## config.mk

```make
export PLATFORM = sky130hd
export DESIGN_NAME = branch_ctrl_flat
export DESIGN_NICKNAME = d
export VERILOG_FILES = /design/src/rtl/branch_ctrl_pkg.sv /design/src/rtl/branch_ctrl_if.sv /design/src/rtl/branch_lut.sv /design/src/rtl/branch_ctrl.sv /design/src/flat_wrapper.sv
export SDC_FILE = /design/constraint.sdc
export NUM_CORES = 1
export LEC_CHECK = 0
export CAP_MARGIN = 15
export CORE_MARGIN = 2
export CORE_UTILIZATION = 45
export DETAILED_ROUTE_END_ITERATION = 16
export DONT_BUFFER_PORTS = 1
export PLACE_DENSITY_LB_ADDON = 0.25
export SLEW_MARGIN = 5
export SYNTH_ARGS = -nofsm -noshare
export SYNTH_HDL_FRONTEND = slang
export SYNTH_SLANG_ARGS = --single-unit
```

## constraint.sdc

```tcl
create_clock -name clk -period 3.9 [get_ports clk]
set_input_delay 0.78 -clock clk [delete_from_list [all_inputs] [get_ports clk]]
set_output_delay 0.78 -clock clk [all_outputs]
set_load 0.05 [all_outputs]
```

## src/rtl/branch_ctrl_pkg.sv

```systemverilog
// rtl/branch_ctrl_pkg.sv - shared opcodes, FSM states and LUT reset contents for branch_ctrl
package branch_ctrl_pkg;

  localparam int DEF_IW        = 9;
  localparam int DEF_DW        = 8;
  localparam int DEF_LUT_DEPTH = 16;
  localparam int DEF_CW        = 16;

  localparam logic [3:0] OP_CMP  = 4'h1;
  localparam logic [3:0] OP_BNE  = 4'hD;
  localparam logic [3:0] OP_BLT  = 4'hE;
  localparam logic [3:0] OP_HALT = 4'hF;

  typedef enum logic {
    RUN    = 1'b0,
    HALTED = 1'b1
  } state_t;

  // Forward offsets 2..9 in the low half, backward offsets -2..-9 in the high half.
  // The caller truncates the result to its data width.
  function automatic int lut_reset_val(input int i);
    if (i < 8) begin
      return i + 2;
    end else begin
      return 6 - i;
    end
  endfunction

endpackage

```

## src/rtl/branch_ctrl_if.sv

```systemverilog
// rtl/branch_ctrl_if.sv - fetch-stage branch/halt interface between control and program counter
interface branch_ctrl_if
  import branch_ctrl_pkg::*;
#(
  parameter int IW = DEF_IW,
  parameter int DW = DEF_DW
);

  logic [IW-1:0] instr;
  logic          instr_valid;
  logic          branchsig;
  logic          branchtype;
  logic [DW-1:0] branch_out;
  logic          zero;
  logic          negative;
  logic          halt;

  // Control side: consumes the fetched instruction, produces branch/halt signals.
  modport master (
    input  instr,
    input  instr_valid,
    output branchsig,
    output branchtype,
    output branch_out,
    output zero,
    output negative,
    output halt
  );

  // Program-counter side.
  modport slave (
    output instr,
    output instr_valid,
    input  branchsig,
    input  branchtype,
    input  branch_out,
    input  zero,
    input  negative,
    input  halt
  );

endinterface

```

## src/rtl/branch_lut.sv

```systemverilog
// rtl/branch_lut.sv - branch-offset register file, synchronous write, combinational read
module branch_lut
  import branch_ctrl_pkg::*;
#(
  parameter int DW    = DEF_DW,
  parameter int DEPTH = DEF_LUT_DEPTH,
  parameter int AW    = $clog2(DEPTH)
) (
  input  logic          clk,
  input  logic          reset,
  input  logic          we,
  input  logic [AW-1:0] waddr,
  input  logic [DW-1:0] wdata,
  input  logic [AW-1:0] raddr,
  output logic [DW-1:0] rdata
);

  logic [DW-1:0] mem [DEPTH];

  // Reset reloads the default offsets and wins over any write in the same cycle.
  always_ff @(posedge clk) begin
    if (reset) begin
      for (int i = 0; i < DEPTH; i++) begin
        mem[i] <= DW'(lut_reset_val(i));
      end
    end else if (we) begin
      mem[waddr] <= wdata;
    end
  end

  // Read sees the pre-write contents; no write-through bypass.
  assign rdata = mem[raddr];

endmodule

```

## src/rtl/branch_ctrl.sv

```systemverilog
// rtl/branch_ctrl.sv - instruction decode, compare flags, halt FSM and perf counters for fetch
module branch_ctrl
  import branch_ctrl_pkg::*;
#(
  parameter int IW        = DEF_IW,
  parameter int DW        = DEF_DW,
  parameter int LUT_DEPTH = DEF_LUT_DEPTH,
  parameter int CW        = DEF_CW
) (
  input  logic               clk,
  input  logic               reset,
  branch_ctrl_if.master      fetch,
  input  logic [DW-1:0]      alu_a,
  input  logic [DW-1:0]      alu_b,
  input  logic               start,
  input  logic               lut_we,
  input  logic [3:0]         lut_addr,
  input  logic [DW-1:0]      lut_wdata,
  output logic [CW-1:0]      retired_cnt,
  output logic [CW-1:0]      taken_cnt
);

  state_t        state;
  state_t        state_next;
  logic [3:0]    op;
  logic [3:0]    idx;
  logic          unused_bits;
  logic          eq_f;
  logic          lt_f;
  logic          run_valid;
  logic          is_branch;
  logic          is_bne;
  logic          taken;
  logic          halt_int;
  logic [DW-1:0] lut_rdata;

  assign op          = fetch.instr[IW-1 -: 4];
  assign idx         = fetch.instr[3:0];
  assign unused_bits = ^fetch.instr[IW-5:4];

  assign run_valid = fetch.instr_valid && (state == RUN);
  assign is_bne    = (op == OP_BNE);
  assign is_branch = run_valid && (is_bne || (op == OP_BLT));
  assign taken     = is_branch && ((!is_bne && lt_f) || (is_bne && !eq_f));

  branch_lut #(
    .DW    (DW),
    .DEPTH (LUT_DEPTH)
  ) u_lut (
    .clk   (clk),
    .reset (reset),
    .we    (lut_we),
    .waddr (lut_addr),
    .wdata (lut_wdata),
    .raddr (idx),
    .rdata (lut_rdata)
  );

  // Halt/resume state register.
  always_ff @(posedge clk) begin
    if (reset) begin
      state <= RUN;
    end else begin
      state <= state_next;
    end
  end

  // Next state and halt; halt asserts in the decode cycle so the PC holds on the HALT address.
  always_comb begin
    state_next = state;
    halt_int   = 1'b0;
    case (state)
      RUN: begin
        if (fetch.instr_valid && (op == OP_HALT)) begin
          state_next = HALTED;
          halt_int   = 1'b1;
        end
      end
      HALTED: begin
        halt_int = 1'b1;
        if (start) begin
          state_next = RUN;
        end
      end
      default: begin
        state_next = RUN;
      end
    endcase
  end

  // Compare flags, updated only by a CMP executed in RUN; consumed by later branches.
  always_ff @(posedge clk) begin
    if (reset) begin
      eq_f <= 1'b1;
      lt_f <= 1'b0;
    end else if (run_valid && (op == OP_CMP)) begin
      eq_f <= (alu_a == alu_b);
      lt_f <= ($signed(alu_a) < $signed(alu_b));
    end
  end

  // Free-running wrap-around performance counters.
  always_ff @(posedge clk) begin
    if (reset) begin
      retired_cnt <= '0;
      taken_cnt   <= '0;
    end else begin
      if (run_valid && (op != OP_HALT)) begin
        retired_cnt <= retired_cnt + 1'b1;
      end
      if (taken) begin
        taken_cnt <= taken_cnt + 1'b1;
      end
    end
  end

  // Fetch-side outputs; flags are inverted to match the PC's branch-taken sense.
  always_comb begin
    fetch.branchsig  = is_branch;
    fetch.branchtype = is_branch && is_bne;
    fetch.branch_out = is_branch ? lut_rdata : '0;
    fetch.zero       = ~eq_f;
    fetch.negative   = ~lt_f;
    fetch.halt       = halt_int;
  end

endmodule
```

## src/flat_wrapper.sv

```systemverilog
// flat-port wrapper written by rule: the top's interface ports become plain ports
module branch_ctrl_flat import branch_ctrl_pkg::*;
#(
  parameter int IW        = DEF_IW,
  parameter int DW        = DEF_DW,
  parameter int LUT_DEPTH = DEF_LUT_DEPTH,
  parameter int CW        = DEF_CW
)
  (clk, reset, alu_a, alu_b, start, lut_we, lut_addr, lut_wdata, retired_cnt, taken_cnt, fetch_instr, fetch_instr_valid, fetch_branchsig, fetch_branchtype, fetch_branch_out, fetch_zero, fetch_negative, fetch_halt);
  branch_ctrl_if #(.IW(IW), .DW(DW)) fetch_i ();
  input  logic clk;
  input  logic reset;
  input  logic [DW-1:0] alu_a;
  input  logic [DW-1:0] alu_b;
  input  logic start;
  input  logic lut_we;
  input  logic [3:0] lut_addr;
  input  logic [DW-1:0] lut_wdata;
  output logic [CW-1:0] retired_cnt;
  output logic [CW-1:0] taken_cnt;
  input wire logic [$bits(fetch_i.instr)-1:0] fetch_instr;
  input wire logic [$bits(fetch_i.instr_valid)-1:0] fetch_instr_valid;
  output wire logic [$bits(fetch_i.branchsig)-1:0] fetch_branchsig;
  output wire logic [$bits(fetch_i.branchtype)-1:0] fetch_branchtype;
  output wire logic [$bits(fetch_i.branch_out)-1:0] fetch_branch_out;
  output wire logic [$bits(fetch_i.zero)-1:0] fetch_zero;
  output wire logic [$bits(fetch_i.negative)-1:0] fetch_negative;
  output wire logic [$bits(fetch_i.halt)-1:0] fetch_halt;
  assign fetch_i.instr = fetch_instr;
  assign fetch_i.instr_valid = fetch_instr_valid;
  assign fetch_branchsig = fetch_i.branchsig;
  assign fetch_branchtype = fetch_i.branchtype;
  assign fetch_branch_out = fetch_i.branch_out;
  assign fetch_zero = fetch_i.zero;
  assign fetch_negative = fetch_i.negative;
  assign fetch_halt = fetch_i.halt;
  branch_ctrl #(.IW(IW), .DW(DW), .LUT_DEPTH(LUT_DEPTH), .CW(CW)) u_core (.clk(clk), .reset(reset), .fetch(fetch_i), .alu_a(alu_a), .alu_b(alu_b), .start(start), .lut_we(lut_we), .lut_addr(lut_addr), .lut_wdata(lut_wdata), .retired_cnt(retired_cnt), .taken_cnt(taken_cnt));
endmodule
```

==> results of run 1 <==
==> logic make-up after synthesis <==
logic type                 count (synthesis)  synth area share
AOI/OAI and AO/OA                         62            0.0487
DFF                                      163             0.583
buffers and inverters                     56            0.0294
adders and majority gates                 10            0.0161
xor gates and xnor gates                  11            0.0124
and+or+nand+nor                          259             0.196
muxes                                     49             0.115
==> final timing paths <==
kind                                          start              endpoint  slack [ns]  depth (start not counted)
worst max-delay path                   u_core.state   fetch_branch_out[2]        0.87                          6
worst min-delay path                          reset  u_core.taken_cnt[15]        0.43                          1
worst max register to register  u_core.taken_cnt[7]  u_core.taken_cnt[15]        1.62                          4
worst min register to register          u_core.eq_f           u_core.eq_f        0.57                          1
==> through the flow <==
| step | hold slack, ns | power, mW | cells | worst slack (ns) |
|---|---|---|---|---|
| floorplan | 0.502 | 2.21 | 610 | 0.332 |
| global placement | 0.574 | 2.24 | 810 | 1.01 |
| detailed placement | 0.567 | 2.25 | 810 | 0.987 |
| CTS | 0.412 | 3.91 | 842 | 0.874 |
| global route | 0.410 | 4.00 | 842 | 0.781 |
| finish | 0.434 | 3.89 | 842 | 0.872 |
==> final cells by class <==
cell class	count	area, um2	area share
Sequential cell	163	4540	0.528
Multi-Input combinational cell	391	3020	0.350
Clock buffer	18	429	0.0499
Tap cell	225	282	0.0327
Clock inverter	14	160	0.0186
Timing Repair Buffer	15	113	0.0131
Inverter	16	60.1	0.00698
==> layer usage <==
metal  share of wire  global-route usage
met1            0.41               0.263
met2            0.52               0.334
met3           0.056              0.0441
met4           0.020              0.0689
met5               0                   0
==> sequential cells by signal (all words and copies together), names as in the netlist <==
register,flops
u_core.state,1
u_core.lt_f,1
u_core.retired_cnt,16
u_core.taken_cnt,16
u_core.u_lut.mem,128
u_core.eq_f,1
==> critical path, stage by stage, from the launching register on <==
cell	delay, ns
dfxtp_1	0.36
nand4b_1	0.34
nor2_1	0.18
buf_4	0.23
nand2_1	0.19
o22ai_1	0.29
buf_4	0.25
==> cell usage after synthesis (all sizes together), types with 13 or more instances <==
| master | count |
|---|---|
| and2 | 48 |
| inv | 16 |
| clkbuf | 33 |
| or2 | 16 |
| nor3 | 13 |
| dfxtp | 35 |
| nand2 | 31 |
| mux4 | 32 |
| edfxtp | 128 |
| a21oi | 23 |
| nor2 | 26 |
| mux2i | 16 |
| or3 | 60 |
==> power groups by stage <==
stage | Sequential, mW | Clock, mW | Combinational (mW)
after floorplan | 2.01 | 0 | 0.200
after global placement | 2.01 | 0 | 0.224
after detailed placement | 2.02 | 0 | 0.229
after CTS | 1.98 | 1.70 | 0.229
after global routing | 1.99 | 1.77 | 0.242
final | 1.98 | 1.68 | 0.226
==> metrics.md, run 1 <==
| Metric | Value |
|---|---|
| Crit path DAT | `~2.3 ns` |
| Ys Warns | `0` |
| Die height | `around 140 um` |
| Most frequent cells in the layout | `edfxtp_1 (128), or3_1 (59), and2_1 (48), dfxtp_1 (35), mux4_2 (32)` |
| Logic pwr share | `0.058` |
| DRT Wirelength | `17800 um` |
| Die Width | `136 um` |
| Setup_tns | `0 ns` |
| Worst-margin pin slew | `0.971 ns` |
| Post-Syn Instances | `610` |
| Fmax | `330 MHz` |
| Worst Path Required | `~3.1 ns` |
| Sw Pwr | `~0.83 mW` |
| Num CTS Buffers | `17` |
| Fin. Hold Viols | `0` |
| Total Routing Usage GR | `0.201` |
| Element type at the critical path end | `output port` |
| Post-CTS setup buffers | `0` |
| Layout cell share with drive strength beyond 1 | `0.157` |
| Final setup fails | `0` |
| Commonest non-fill, non-tap cell in the layout | `edfxtp_1` |
| Crit-path max FO | `7` |
| Startpoint Class | `register` |
| H-tree depth | `4` |
| Hold Crit Class | `primary input to register` |
| Area share of the largest cell type after synthesis | `0.493` |
| Syn-to-layout area delta | `10.5%` |
| Clock network power share | `0.432` |
| Worst skew pair latency | `about 0.41 ns` |
| Std-Cell Rows | `48` |
| Pre-antenna DRT Iters | `5` |
| Dpl cell area | `8010 um2` |
| Final instance area | `8600 um2` |
| Die area | `18400 um2` |
| Post-Route Utilization | `0.503` |
| Cell taking the most area after synthesis | `edfxtp_1` |
| Register area share after synthesis | `0.583` |
| First-pass GRT wire length | `27200 um` |
| PortBufs | `0` |
| EDFF count, synth | `128` |
| GR Overflow Total | `0` |
| Antenna Cells | `0` |
| Initial Utilization | `0.455` |
| Max-slew violations | `0` |
| Post_cts resized | `0` |
| Max VDD drop | `0.324 mV` |
| P_leak | `2.88 nW` |
| Clk buf depth | `2` |
| Antenna violations before repair | `0` |
| Avg Synthesized Cell Area | `between 10 and 15 um2` |
| Routability Congestion | `0.865` |
| Clock tree sinks | `163` |
| Post-CTS Hold Fix Bufs | `0` |
| DRT iter0 DRCs | `between 300 and 400` |
| Primary FF master, synth | `edfxtp_1` |
| Netlist cell types | `53` |
| Outcome | `finished, final reports clean` |
| Max-slew headroom | `0.353` |
| Clock skew | `0.00201 ns` |
| Vias in the first global route | `about 5000` |
| CTS Root Cell | `clkbuf_16` |
| Power Density | `452 nW/um2` |
| Max cap viols | `0` |
| Mapped Area | `7790 um2` |
| Synthesized Nets | `roughly 660` |
| Dpl hpwl | `11500 um` |
| Critical path type | `register to output port` |
| DRC violations left | `0` |
| Tmin final | `3.03 ns` |
| Clock transition at the registers of the reported paths | `around 0.060 ns` |
| Period utilization | `0.776` |
| CTS tree | `done` |
| RSZ-0062 raised after global routing | `no` |
| Top post-synthesis cells by area | `edfxtp_1 (49%), mux4_2 (9.3%), dfxtp_1 (9.0%)` |
| Fraction of registers with async set/reset | `0` |
| Fin nets | `656` |
| Internal power | `3.06 mW` |
| Fillers | `1484` |
| DRT antenna net count | `0` |
| Routed len/inst | `21.2 um` |
| Ports | `87` |
| Core area | `17100 um2` |
| Vias per cell | `around 6` |
| Switching share of power | `0.214` |
| Largest net degree at the start of global routing | `55` |
| Vias | `5032` |
| Flop pwr share | `0.510` |
| Yosys reg bits | `163` |
Note: power is estimated with default switching activity, not from simulation.
==> inputs of run 2 (changes only) <==
- clock period: 3.9 -> 2.7 ns (I/O delays scaled with it)
==> run 2 against run 1 <==
Net effect:
- via count grew 0.22%
- utilization up 2.2 points
- flip-flop and latch count did not move
- routed wire length rose by 0.57%
- largest cell class unchanged
==> metrics.md, run 2 (same netlist as run 1, synthesis figures left out) <==
| Metric | Value |
|---|---|
| Clock transition at the registers of the reported paths | `0.06 ns (about the same)` |
| Hold Crit Class | `primary input to register (unchanged)` |
| Crit path DAT | `2.06 ns (was 2.25 ns)` |
| P_leak | `3.07 nW (was 2.88 nW)` |
| Reg2Reg Launch Point | `u_core.taken_cnt[5] (was u_core.taken_cnt[7])` |
| Critical path type | `register to output port (unchanged)` |
| DRT Wirelength | `17900 um (was 17800 um)` |
| Num CTS Buffers | `17 (unchanged)` |
| DRT antenna net count | `0 (unchanged)` |
| Logic pwr share | `0.064 (was 0.058)` |
| GR Overflow Total | `0 (unchanged)` |
| Dpl hpwl | `12000 um (was 11500 um)` |
| Hold path depth | `1 (unchanged)` |
| Hold Path End | `u_core.taken_cnt[15] (unchanged)` |
| Flop pwr share | `0.501 (was 0.510)` |
| Max VDD drop | `0.483 mV (was 0.324 mV)` |
| Layout cell share with drive strength beyond 1 | `0.217 (was 0.157)` |
| Element type at the critical path end | `output port (unchanged)` |
| Initial Utilization | `0.455 (unchanged)` |
| Top flop regs | `u_core.u_lut.mem (128), u_core.retired_cnt (16), u_core.taken_cnt (16) (unchanged)` |
| Vias in the first global route | `5024 (was 4953)` |
| Final std cells w/o fill | `871 (was 842)` |
| Tmin final | `2.60 ns` |
| Switching share of power | `0.218 (was 0.214)` |
| Max-slew violations | `0 (unchanged)` |
| CTS tree | `done (unchanged)` |
| Most frequent cells in the layout | `edfxtp_1 (128), or3_1 (58), and2_1 (48), buf_4 (37), dfxtp_1 (35) (was edfxtp_1 (128), or3_1 (59), and2_1 (48), dfxtp_1 (35), mux4_2 (32))` |
| R2r setup slk | `0.54 ns (was 1.62 ns)` |
| Routability Congestion | `0.803 (was 0.865)` |
| Clk buf depth | `2 (unchanged)` |
| Reg with most FFs | `u_core.u_lut.mem (unchanged)` |
| Startpoint Class | `register (unchanged)` |
| DRT iter0 DRCs | `291 (was 327)` |
| Syn-to-layout area delta | `15.3% (was 10.5%)` |
| CP max stage delay | `0.53 ns (was 0.36 ns)` |
| Power Density | `634 nW/um2 (was 452 nW/um2)` |
| CP bufs+invs | `1 (was 2)` |
| Slowest CP cell | `or3_4 (was dfxtp_1)` |
| Fmax | `385 MHz` |
| Final setup fails | `0 (unchanged)` |
| Sw Pwr | `1.24 mW (was 0.830 mW)` |
| Antenna violations before repair | `0 (unchanged)` |
| Period utilization | `0.962` |
| Core area | `17100 um2 (unchanged)` |
| Max cap viols | `0 (unchanged)` |
| Pre-antenna DRT Iters | `4 (was 5)` |
| Setup_tns | `0 ns (unchanged)` |
| DRC violations left | `0 (unchanged)` |
| PortBufs | `0 (unchanged)` |
| Final hold slack | `0.181 ns (was 0.434 ns)` |
| Die Width | `136 um (unchanged)` |
| H-tree depth | `4 (unchanged)` |
| Worst-margin pin slew | `0.821 ns (was 0.971 ns)` |
| Worst skew pair latency | `0.42 ns (was 0.41 ns)` |
| Fin nets | `685 (was 656)` |
| Clock tree sinks | `163 (unchanged)` |
| RSZ-0062 raised after global routing | `no (unchanged)` |
| Ports | `87 (unchanged)` |
| Commonest non-fill, non-tap cell in the layout | `edfxtp_1 (unchanged)` |
| Die height | `136 um (unchanged)` |
| CTS Root Cell | `clkbuf_16 (unchanged)` |
| CP cell instances | `nand4b_1, or3_4, o22ai_2, buf_12 (was nand4b_1, nor2_1, buf_4, nand2_1, o22ai_1, buf_4)` |
| Vias | `5043 (was 5032)` |
| Fin. Hold Viols | `0 (unchanged)` |
| Max FFs per register | `128 (unchanged)` |
| Die area | `18400 um2 (unchanged)` |
| Antenna Cells | `0 (unchanged)` |
| Internal power | `4.45 mW (was 3.06 mW)` |
| R2r worst-path depth | `4 (unchanged)` |
| Crit-path max FO | `7 (unchanged)` |
| Post-CTS setup buffers | `0 (unchanged)` |
| Hold Path Origin | `reset (unchanged)` |
| Std-Cell Rows | `48 (unchanged)` |
| Largest net degree at the start of global routing | `55 (unchanged)` |
| Clock network power share | `0.435 (was 0.432)` |
| Vias per cell | `5.79 (was 5.98)` |
| Cell total after placement | `839 (was 810)` |
| Total Power | `5.69 mW (was 3.89 mW)` |
| Total Routing Usage GR | `0.204 (was 0.201)` |
| Max-slew headroom | `0.450 (was 0.353)` |
| Routed len/inst | `20.6 um (was 21.2 um)` |
| Clock skew | `0.00622 ns (was 0.00201 ns)` |
| Worst Path Required | `2.16 ns (was 3.12 ns)` |
| Fillers | `1471 (was 1484)` |
| Outcome | `finished, final reports clean (unchanged)` |
| Post-Route Utilization | `0.525 (was 0.503)` |
| RR Endpoint | `u_core.taken_cnt[15] (unchanged)` |
| CP top delay family | `simple AND/OR/NAND/NOR gates (unchanged)` |
| First-pass GRT wire length | `27800 um (was 27200 um)` |
-- run 2: changes by cell type in the layout (fill, tap and decap cells not counted), moves of 2 or more --
cell and delta:
buf_4 +22, buf_12 +7, o22ai_1 -7, o22ai_2 +7, clkinv_1 -4, clkinvlp_4 +3
inv_6 +2
-- run 2: power by group through the flow --
stage	logic [mW]	registers, mW	clock network [mW]
final	0.363	2.85	2.47
after global routing	0.389	2.86	2.61
after CTS	0.369	2.85	2.51
after detailed placement	0.367	2.91	0
after global placement	0.363	2.90	0
after floorplan	0.298	2.90	0
-- run 2: layer usage --
metal / part of all wire / vias up / GRT usage
met2: 0.51 / 131 / 0.342
met5: 0 / - / 0
met3: 0.047 / 24 / 0.0359
met1: 0.42 / 2519 / 0.266
met4: 0.020 / 0 / 0.0741
li1: - / 2369 / -
-- run 2: how the worst max path moves through the flow --
stage / startpoint / endpoint / cells past startpoint
CTS: u_core.state / fetch_branch_out[2] / 5
finish: u_core.state / fetch_branch_out[6] / 4
global route: u_core.state / fetch_branch_out[6] / 4
floorplan: fetch_instr_valid / fetch_branch_out[1] / 4
global placement: fetch_instr_valid / fetch_branch_out[6] / 4
detailed placement: fetch_instr_valid / fetch_branch_out[6] / 4
-- run 2: timing repair --
action / 4_1_cts / 5_1_grt
hold buffers: 0 / 0
gates resized for setup: 1 / 1
endpoints found under the setup margin: 1 / 6
cloned: 0 / 0
-- run 2: metrics by stage --
| step | area [um2] | worst slack [ns] |
|---|---|---|
| after CTS | 8980 | 0.0442 |
| final | 8980 | 0.103 |
| after global routing | 8980 | 0.0529 |
| after global placement | 8370 | 0.339 |
| after floorplan | 7840 | 0.0595 |
| after detailed placement | 8370 | 0.356 |
-- run 2: cell type report --
class | instances | area, um2 | area share
Timing Repair Buffer | 44 | 418 | 0.0465
Sequential cell | 163 | 4540 | 0.506
Clock inverter | 14 | 176 | 0.0196
Clock buffer | 18 | 429 | 0.0478
Multi-Input combinational cell | 391 | 3070 | 0.342
Inverter | 16 | 60.1 | 0.00669
Tap cell | 225 | 282 | 0.0314
-- run 2: worst reg2reg max path: stages (launching register included) --
cell and delay [ns]:
dfxtp_1 0.69, nand4_1 0.24, or4_4 0.54, or4_1 0.48, a21oi_1 0.15
